===== config.mk =====
export PLATFORM = sky130hd
export DESIGN_NAME = mem_arbiter_flat
export DESIGN_NICKNAME = d
export VERILOG_FILES = /design/src/rtl/mem_arbiter_if.sv /design/src/rtl/mem_arbiter.sv /design/src/flat_wrapper.sv
export SDC_FILE = /design/constraint.sdc
export NUM_CORES = 1
export LEC_CHECK = 0
export CORE_MARGIN = 8
export CORE_UTILIZATION = 40
export CTS_CLUSTER_DIAMETER = 80
export DETAILED_ROUTE_END_ITERATION = 10
export PLACE_DENSITY_LB_ADDON = 0.12
export SYNTH_ARGS = -nofsm -noshare
export SYNTH_HDL_FRONTEND = slang
export SYNTH_SLANG_ARGS = --single-unit

===== constraint.sdc =====
create_clock -name clock -period 2.2 [get_ports clock]
set_input_delay 0.33 -clock clock [delete_from_list [all_inputs] [get_ports clock]]
set_output_delay 0.33 -clock clock [all_outputs]
set_load 0.005 [all_outputs]

===== src/rtl/mem_arbiter_if.sv =====
// Bus bundle between the two requesters / data memory and mem_arbiter.
//   req0/req1, we0/we1, addr0/addr1, wdata0/wdata1 : requester commands
//   ack0/ack1                                      : one-cycle completion pulses
//   rdata                                          : data of last completed read
//   mem_read, mem_write, mem_addr, mem_wdata       : memory command
//   mem_rdata                                      : memory read data
// Modports: slave = arbiter side, master = requesters plus memory side.
interface mem_arbiter_if;
  logic        req0;
  logic        we0;
  logic [9:0]  addr0;
  logic [31:0] wdata0;
  logic        ack0;
  logic        req1;
  logic        we1;
  logic [9:0]  addr1;
  logic [31:0] wdata1;
  logic        ack1;
  logic [31:0] rdata;
  logic        mem_read;
  logic        mem_write;
  logic [9:0]  mem_addr;
  logic [31:0] mem_wdata;
  logic [31:0] mem_rdata;

  modport slave (
    input  req0, we0, addr0, wdata0,
    input  req1, we1, addr1, wdata1,
    output ack0, ack1, rdata,
    output mem_read, mem_write, mem_addr, mem_wdata,
    input  mem_rdata
  );

  modport master (
    output req0, we0, addr0, wdata0,
    output req1, we1, addr1, wdata1,
    input  ack0, ack1, rdata,
    input  mem_read, mem_write, mem_addr, mem_wdata,
    output mem_rdata
  );
endinterface


===== src/rtl/mem_arbiter.sv =====
// Two-requester round-robin arbiter and sequencer for the single-ported data
// memory. One access at a time: the winner's command is held on mem_* for
// MEM_LAT cycles, read data is captured on the last of them, and the winner
// gets a one-cycle ack.
// Ports:
//   clock    : system clock, rising edge
//   reset_n  : asynchronous active-low reset
//   bus      : mem_arbiter_if.slave (requester commands/acks, rdata, memory bus)
//   gnt_cnt0/gnt_cnt1 : saturating per-port grant counters, present only when
//                       MEM_ARB_STATS_EN is defined
// Parameters: MEM_LAT (1..15) command hold cycles, CNT_W latency counter width
// (2**CNT_W > MEM_LAT).
module mem_arbiter #(
  parameter int unsigned MEM_LAT = 2,
  parameter int unsigned CNT_W   = 4
) (
  input  logic          clock,
  input  logic          reset_n,
  mem_arbiter_if.slave  bus
`ifdef MEM_ARB_STATS_EN
  ,
  output logic [15:0]   gnt_cnt0,
  output logic [15:0]   gnt_cnt1
`endif
);

  typedef enum logic [1:0] {
    IDLE = 2'd0,
    BUSY = 2'd1,
    DONE = 2'd2
  } state_t;

  state_t            state, state_d;
  logic [CNT_W-1:0]  cnt, cnt_d;
  logic              rr_ptr, rr_d;
  logic              gnt_id, gnt_d;
  logic              win1;
  logic              ack0_d, ack1_d;
  logic              rd_d, wr_d;
  logic [9:0]        addr_d;
  logic [31:0]       wdata_d, rdata_d;

  // State and registered outputs
  always_ff @(posedge clock or negedge reset_n) begin
    if (!reset_n) begin
      state         <= IDLE;
      cnt           <= '0;
      rr_ptr        <= 1'b0;
      gnt_id        <= 1'b0;
      bus.ack0      <= 1'b0;
      bus.ack1      <= 1'b0;
      bus.mem_read  <= 1'b0;
      bus.mem_write <= 1'b0;
      bus.mem_addr  <= '0;
      bus.mem_wdata <= '0;
      bus.rdata     <= '0;
    end else begin
      state         <= state_d;
      cnt           <= cnt_d;
      rr_ptr        <= rr_d;
      gnt_id        <= gnt_d;
      bus.ack0      <= ack0_d;
      bus.ack1      <= ack1_d;
      bus.mem_read  <= rd_d;
      bus.mem_write <= wr_d;
      bus.mem_addr  <= addr_d;
      bus.mem_wdata <= wdata_d;
      bus.rdata     <= rdata_d;
    end
  end

  // Next-state and next-output logic
  always_comb begin
    state_d = state;
    cnt_d   = cnt;
    rr_d    = rr_ptr;
    gnt_d   = gnt_id;
    ack0_d  = 1'b0;
    ack1_d  = 1'b0;
    rd_d    = bus.mem_read;
    wr_d    = bus.mem_write;
    addr_d  = bus.mem_addr;
    wdata_d = bus.mem_wdata;
    rdata_d = bus.rdata;
    // Port 1 wins when it is the only requester, or on contention when favoured
    win1    = bus.req1 & (~bus.req0 | rr_ptr);

    case (state)
      IDLE: begin
        if (bus.req0 | bus.req1) begin
          gnt_d   = win1;
          rd_d    = win1 ? ~bus.we1 : ~bus.we0;
          wr_d    = win1 ? bus.we1 : bus.we0;
          addr_d  = win1 ? bus.addr1 : bus.addr0;
          wdata_d = win1 ? bus.wdata1 : bus.wdata0;
          cnt_d   = '0;
          state_d = BUSY;
        end
      end
      BUSY: begin
        cnt_d = cnt + CNT_W'(1);
        if (cnt == CNT_W'(MEM_LAT - 1)) begin
          if (bus.mem_read) begin
            rdata_d = bus.mem_rdata;
          end
          rd_d    = 1'b0;
          wr_d    = 1'b0;
          ack0_d  = ~gnt_id;
          ack1_d  = gnt_id;
          rr_d    = ~gnt_id;
          state_d = DONE;
        end
      end
      DONE: begin
        state_d = IDLE;
      end
      default: begin
        state_d = IDLE;
      end
    endcase
  end

`ifdef MEM_ARB_STATS_EN
  // Saturating grant counters, bumped on the edge that raises the port's ack
  always_ff @(posedge clock or negedge reset_n) begin
    if (!reset_n) begin
      gnt_cnt0 <= '0;
      gnt_cnt1 <= '0;
    end else begin
      if (ack0_d && (gnt_cnt0 != 16'hFFFF)) begin
        gnt_cnt0 <= gnt_cnt0 + 16'd1;
      end
      if (ack1_d && (gnt_cnt1 != 16'hFFFF)) begin
        gnt_cnt1 <= gnt_cnt1 + 16'd1;
      end
    end
  end
`endif

endmodule


===== src/flat_wrapper.sv =====
// flat-port wrapper written by rule: the top's interface ports become plain ports
module mem_arbiter_flat 
#(
  parameter int unsigned MEM_LAT = 2,
  parameter int unsigned CNT_W   = 4
)
  (clock, reset_n, bus_req0, bus_we0, bus_addr0, bus_wdata0, bus_req1, bus_we1, bus_addr1, bus_wdata1, bus_ack0, bus_ack1, bus_rdata, bus_mem_read, bus_mem_write, bus_mem_addr, bus_mem_wdata, bus_mem_rdata);
  mem_arbiter_if bus_i ();
  input  logic clock;
  input  logic reset_n;
  input wire logic [$bits(bus_i.req0)-1:0] bus_req0;
  input wire logic [$bits(bus_i.we0)-1:0] bus_we0;
  input wire logic [$bits(bus_i.addr0)-1:0] bus_addr0;
  input wire logic [$bits(bus_i.wdata0)-1:0] bus_wdata0;
  input wire logic [$bits(bus_i.req1)-1:0] bus_req1;
  input wire logic [$bits(bus_i.we1)-1:0] bus_we1;
  input wire logic [$bits(bus_i.addr1)-1:0] bus_addr1;
  input wire logic [$bits(bus_i.wdata1)-1:0] bus_wdata1;
  output wire logic [$bits(bus_i.ack0)-1:0] bus_ack0;
  output wire logic [$bits(bus_i.ack1)-1:0] bus_ack1;
  output wire logic [$bits(bus_i.rdata)-1:0] bus_rdata;
  output wire logic [$bits(bus_i.mem_read)-1:0] bus_mem_read;
  output wire logic [$bits(bus_i.mem_write)-1:0] bus_mem_write;
  output wire logic [$bits(bus_i.mem_addr)-1:0] bus_mem_addr;
  output wire logic [$bits(bus_i.mem_wdata)-1:0] bus_mem_wdata;
  input wire logic [$bits(bus_i.mem_rdata)-1:0] bus_mem_rdata;
  assign bus_i.req0 = bus_req0;
  assign bus_i.we0 = bus_we0;
  assign bus_i.addr0 = bus_addr0;
  assign bus_i.wdata0 = bus_wdata0;
  assign bus_i.req1 = bus_req1;
  assign bus_i.we1 = bus_we1;
  assign bus_i.addr1 = bus_addr1;
  assign bus_i.wdata1 = bus_wdata1;
  assign bus_ack0 = bus_i.ack0;
  assign bus_ack1 = bus_i.ack1;
  assign bus_rdata = bus_i.rdata;
  assign bus_mem_read = bus_i.mem_read;
  assign bus_mem_write = bus_i.mem_write;
  assign bus_mem_addr = bus_i.mem_addr;
  assign bus_mem_wdata = bus_i.mem_wdata;
  assign bus_i.mem_rdata = bus_mem_rdata;
  mem_arbiter #(.MEM_LAT(MEM_LAT), .CNT_W(CNT_W)) u_core (.clock(clock), .reset_n(reset_n), .bus(bus_i));
endmodule

## After elaboration in Yosys (flattened, before gate mapping)

Cells that the tools add are included.
W data, S select, Z words.

- $add $sub $neg: 1
- Eq/ne operators: 4
- Multiplexer cells: 18
- Bitwise operators: 7
- Reductions and logical operators: 8

Operator list:

| cell | count |
|---|---|
| $mux W32 | 1 |
| $mux W10 | 1 |
| $mux W1 | 9 |
| $pmux W4 S2 | 1 |
| $reduce_and A2 Y1 | 4 |
| $reduce_and A3 Y1 | 2 |
| $add A4 B1 Y4 const B | 1 |
| $eq A4 B1 Y1 const B | 1 |
| $mux W2 | 2 |
| $mux W4 | 1 |
| $ne A2 B1 Y1 const B | 2 |
| $not A1 Y1 | 4 |
| $pmux W1 S2 | 2 |
| $pmux W2 S2 | 1 |
| $eq A2 B1 Y1 const B | 1 |
| $logic_not A2 Y1 | 1 |
| $or A1 B1 Y1 | 2 |
| $reduce_bool A2 Y1 | 1 |
| $and A1 B1 Y1 | 1 |

- Bits in registers: 86
- Bits of input ports: 122
- Output and inout port bits: 78
- Logic and storage cells: 49

## Logic depth before layout (Yosys ltp)

- Word-level depth: 6
- Mapped depth: 8
- Depth with buffers taken out: 6

## Worst setup path after synthesis

Ideal clock, no wire load.

- Kind: reg2reg
- Start: reg u_core.cnt[0]
- End: reg u_core.bus.rdata[0]
- Library setup time: 125 ps
- Data arrival time: 1534 ps
- Data required time: 2075 ps
- Path slack: 541 ps
- Stages on the path, launching flop included: 8
- Path buffers: 2
- Period minus slack after synthesis: 1659 ps
- Cell sequence: dfrtp_1 -> ha_1 -> nor3b_2 -> and2_1 -> buf_6 -> nand2_8 -> buf_12 -> mux2_4

- Word-level cells in the longest chain between the ends: 2

RTL lines:

| element | line | text |
|---|---|---|
| start: declaration | mem_arbiter.sv:34 | `logic [CNT_W-1:0] cnt, cnt_d;` |
| start signal: assignment | mem_arbiter.sv:59 | `cnt <= cnt_d;` |
| $eq A4 B1 Y1 | mem_arbiter.sv:102 | `if (cnt == CNT_W'(MEM_LAT - 1)) begin` |
| $reduce_and A3 Y1 (no source line) | - |  |
| end signal: assignment | mem_arbiter.sv:68 | `bus.rdata <= rdata_d;` |
| end: declaration | mem_arbiter_if.sv:29 | `output ack0, ack1, rdata,` |

Every way passes these cells.
A chain may end at the register's enable or synchronous reset.

## Final worst setup path

- Start: reg u_core.cnt[1]
- End: reg u_core.bus.rdata[24]

The elaborated chain is that of the path after synthesis.

==> key figures <==
Worst setup path
  • R2R setup slack: 270 ps
  • Kind of start point of the critical path: register
  • R2R depth: 6
  • Kind of end point of the critical path: register
  • Reg2reg end: u_core.bus.rdata[24]
  • Req. time, crit path: ~2400 ps
  • Crit Path Category: reg -> reg
  • CP Data Arrival Time: 2140 ps
  • Worst r2r src: u_core.cnt[1]
  • Critical-path maximum fanout: 32
  • Beginning of the critical path: u_core.cnt[1]
  • Worst Setup EP: u_core.bus.rdata[24]

Flow run
  • Max-cap viol count: 0

Yosys
  • Synth area leader: dfrtp_1
  • Synth area leaders: dfrtp_1 57%, mux2_4 12%, mux2i_1 11%
  • Most frequent cells after synthesis: 86 x dfrtp_1, 49 x o21ai_0, 46 x nand2_1
  • Post-synth EDFFs: 0
  • Ys Warns: 0
  • Mapped cell area: 3786 um2
  • Asr flop ratio synth: 1.000
  • Syn_nets: about 420
  • Primary FF master, synth: dfrtp_1
  • Area share of the largest cell type after synthesis: 0.5684
  • Synth unique cells: 27
  • Register area share after synthesis: 0.5684
  • Synthesized area per cell: 12.71 um2
  • Post-synthesis cell count: 298
  • Yosys reg bits: 86
  • Count leader, synth: dfrtp_1

Floorplanning
  • Full die area: around 13000 um2
  • Die height: 113.3 um
  • FP Rows: 35
  • I/O pin total: 200
  • Core Area: 9196 um2
  • Horiz. Die Dim: 113.3 um
  • Starting Density: 0.4117

Timing
  • Worst Skew: 9.004 ps
  • Final Cycle Share: 0.8773
  • Fin crit period: around 1900 ps
  • Worst-Margin Slew: 429.1 ps
  • Max-slew violation count: 0
  • Setup violations, final: 0
  • Setup TNS: 0 ps
  • Fmax: 518.1 MHz
  • Final worst-path setup slack: 269.9 ps
  • Final Hold Viols: 0
  • RSZ-0062 raised after global routing: false
  • Hold slack: 437.7 ps
  • Relative slew margins: 0.7139

Finish
  • # diodes: 0
  • Proportion of layout cells with a drive suffix above 1: 0.1178
  • Multi-input logic area: 1503 um2
  • Util after Layout: 0.6646
  • Layout fillers: approximately 730
  • Post-route insts no fill: 612
  • Final Net Count: 622
  • Register area: between 2000 and 2500 um2
  • P&R area growth vs syn: 61.43%

Detailed routing
  • DR WL/cell: about 17 um
  • DR vias/cell: 4.778
  • Total vias in the final route: 2924
  • Antenna Nets Post-Route: 0
  • DRT iter0 DRCs: 75
  • 1st-pass router iterations: 4
  • DRC Markers: 0
  • WL final: 10.63 mm

Pwr
  • VDD IR max: around 460 uV
  • Power Density: approximately 1200 nW/um2
  • Leakage power: about 2.8 nW

Clock network
  • TritonCTS Buffers: 9
  • TritonCTS clock tree: done
  • Depth of the CTS H-tree: 3
  • Clock sink count: 86
  • CTS resizes: 0
  • CTS clk-pin slew, worst paths: around 80 ps
  • Postcts setup bufs: 0
  • Clock Tree Buf Depth: 2
  • Worst-skew pair later-pin latency: 340 ps
  • Clk Tree Root Cell: clkbuf_8

Global route
  • Global route total overflow: 0
  • Antenna violations before repair: 0
  • Pin count of the biggest net entering global routing: 53
  • Number of global-route vias before repair: 3302
  • Overall Global Routing Usage: 0.1670
  • First-pass GRT wire length: roughly 17 mm

Place
  • Port Buf Inserts: 199
  • Place WS: 211.1 ps
  • Post-DP HPWL: around 8.4 mm
  • RD Place Congestion: ~0.7
  • Placed Cells: 597

Outcome
  • Status: completed

Worst hold path
  • Min-Delay Path Class: in -> async
cell families after synthesis:
family	Yosys count	synth area share
xor gates and xnor gates	1	0.002314
AOI/OAI and AO/OA	52	0.07072
buffers and inverters	21	0.04065
muxes	75	0.2386
and+or+nand+nor	61	0.07271
DFF	86	0.5684
adders and majority gates	2	0.006608
cell type report:
| cell class | instances | area share |
|---|---|---|
| inverter | 2 | 0.001228 |
| multi-input combinational | 191 | 0.2459 |
| sequential | 86 | 0.3521 |
| clock buffer | 10 | 0.02088 |
| timing repair buffer | 208 | 0.3451 |
| clock inverter | 4 | 0.01208 |
| tap | 111 | 0.02272 |
cell usage in the layout, fill, tap and decap left out, types with 3 or more instances in the layout:
master,netlist,final
clkbuf_8,0,9
mux2i_1,43,43
nor2_1,4,4
o21ai_0,49,47
nand3_1,3,3
buf_4,4,5
dfrtp_1,86,86
clkdlybuf4s50_1,0,198
mux2_4,30,30
nand2_1,46,46
buf_12,3,4
metal layers:
layer  track usage  vias up  part of all wire
met5             0        -                 0
met4       0.06128        0             0.015
met3       0.07614       13              0.11
met2        0.2806      129              0.47
met1        0.1815     1357              0.40
li1              -     1425                 -
critical path, cell delays in order, from the launching register on:
cell	delay (ps)
dfrtp_1	410
inv_1	70
ha_1	130
nor3b_2	200
and2_1	350
nand2_8	270
mux2_4	380
timing repair:
action / CTS / global route
hold buffers: 1 / 0
setup endpoints to repair: 0 / 0
endpoints found under the hold margin: 24 / 0
metrics by stage:
step	total power [mW]	instance area (um2)
floorplan	4.325	3786
global placement	6.285	5901
detailed placement	6.380	5901
CTS	7.568	6112
global route	7.968	6112
finish	7.452	6112
how the worst min path moves through the flow:
stage | to | slack [ps] | cells after the start
after floorplan | u_core.bus.ack0 | 30 | 0
after global placement | u_core.bus.rdata[11] | 270 | 1
after detailed placement | u_core.bus.rdata[12] | 270 | 1
after CTS | u_core.bus.rdata[12] | 430 | 2
after global routing | u_core.bus.rdata[12] | 470 | 2
final | u_core.bus.rdata[12] | 440 | 2
state kept, by name, indices dropped and copies added, names as in the netlist:
name	flops
u_core.bus.ack0	1
u_core.bus.ack1	1
u_core.bus.mem_addr	10
u_core.bus.mem_read	1
u_core.bus.mem_wdata	32
u_core.bus.mem_write	1
u_core.bus.rdata	32
u_core.cnt	4
u_core.gnt_id	1
u_core.rr_ptr	1
u_core.state	2
report_power, final:
part,internal (mW),switching (mW),total [mW]
sequential,2.36,0.437,2.80
combinational,2.23,1.28,3.50
clock,0.628,0.525,1.15
total,5.21,2.24,7.45
No activity file was read; power rests on OpenSTA's default activity.
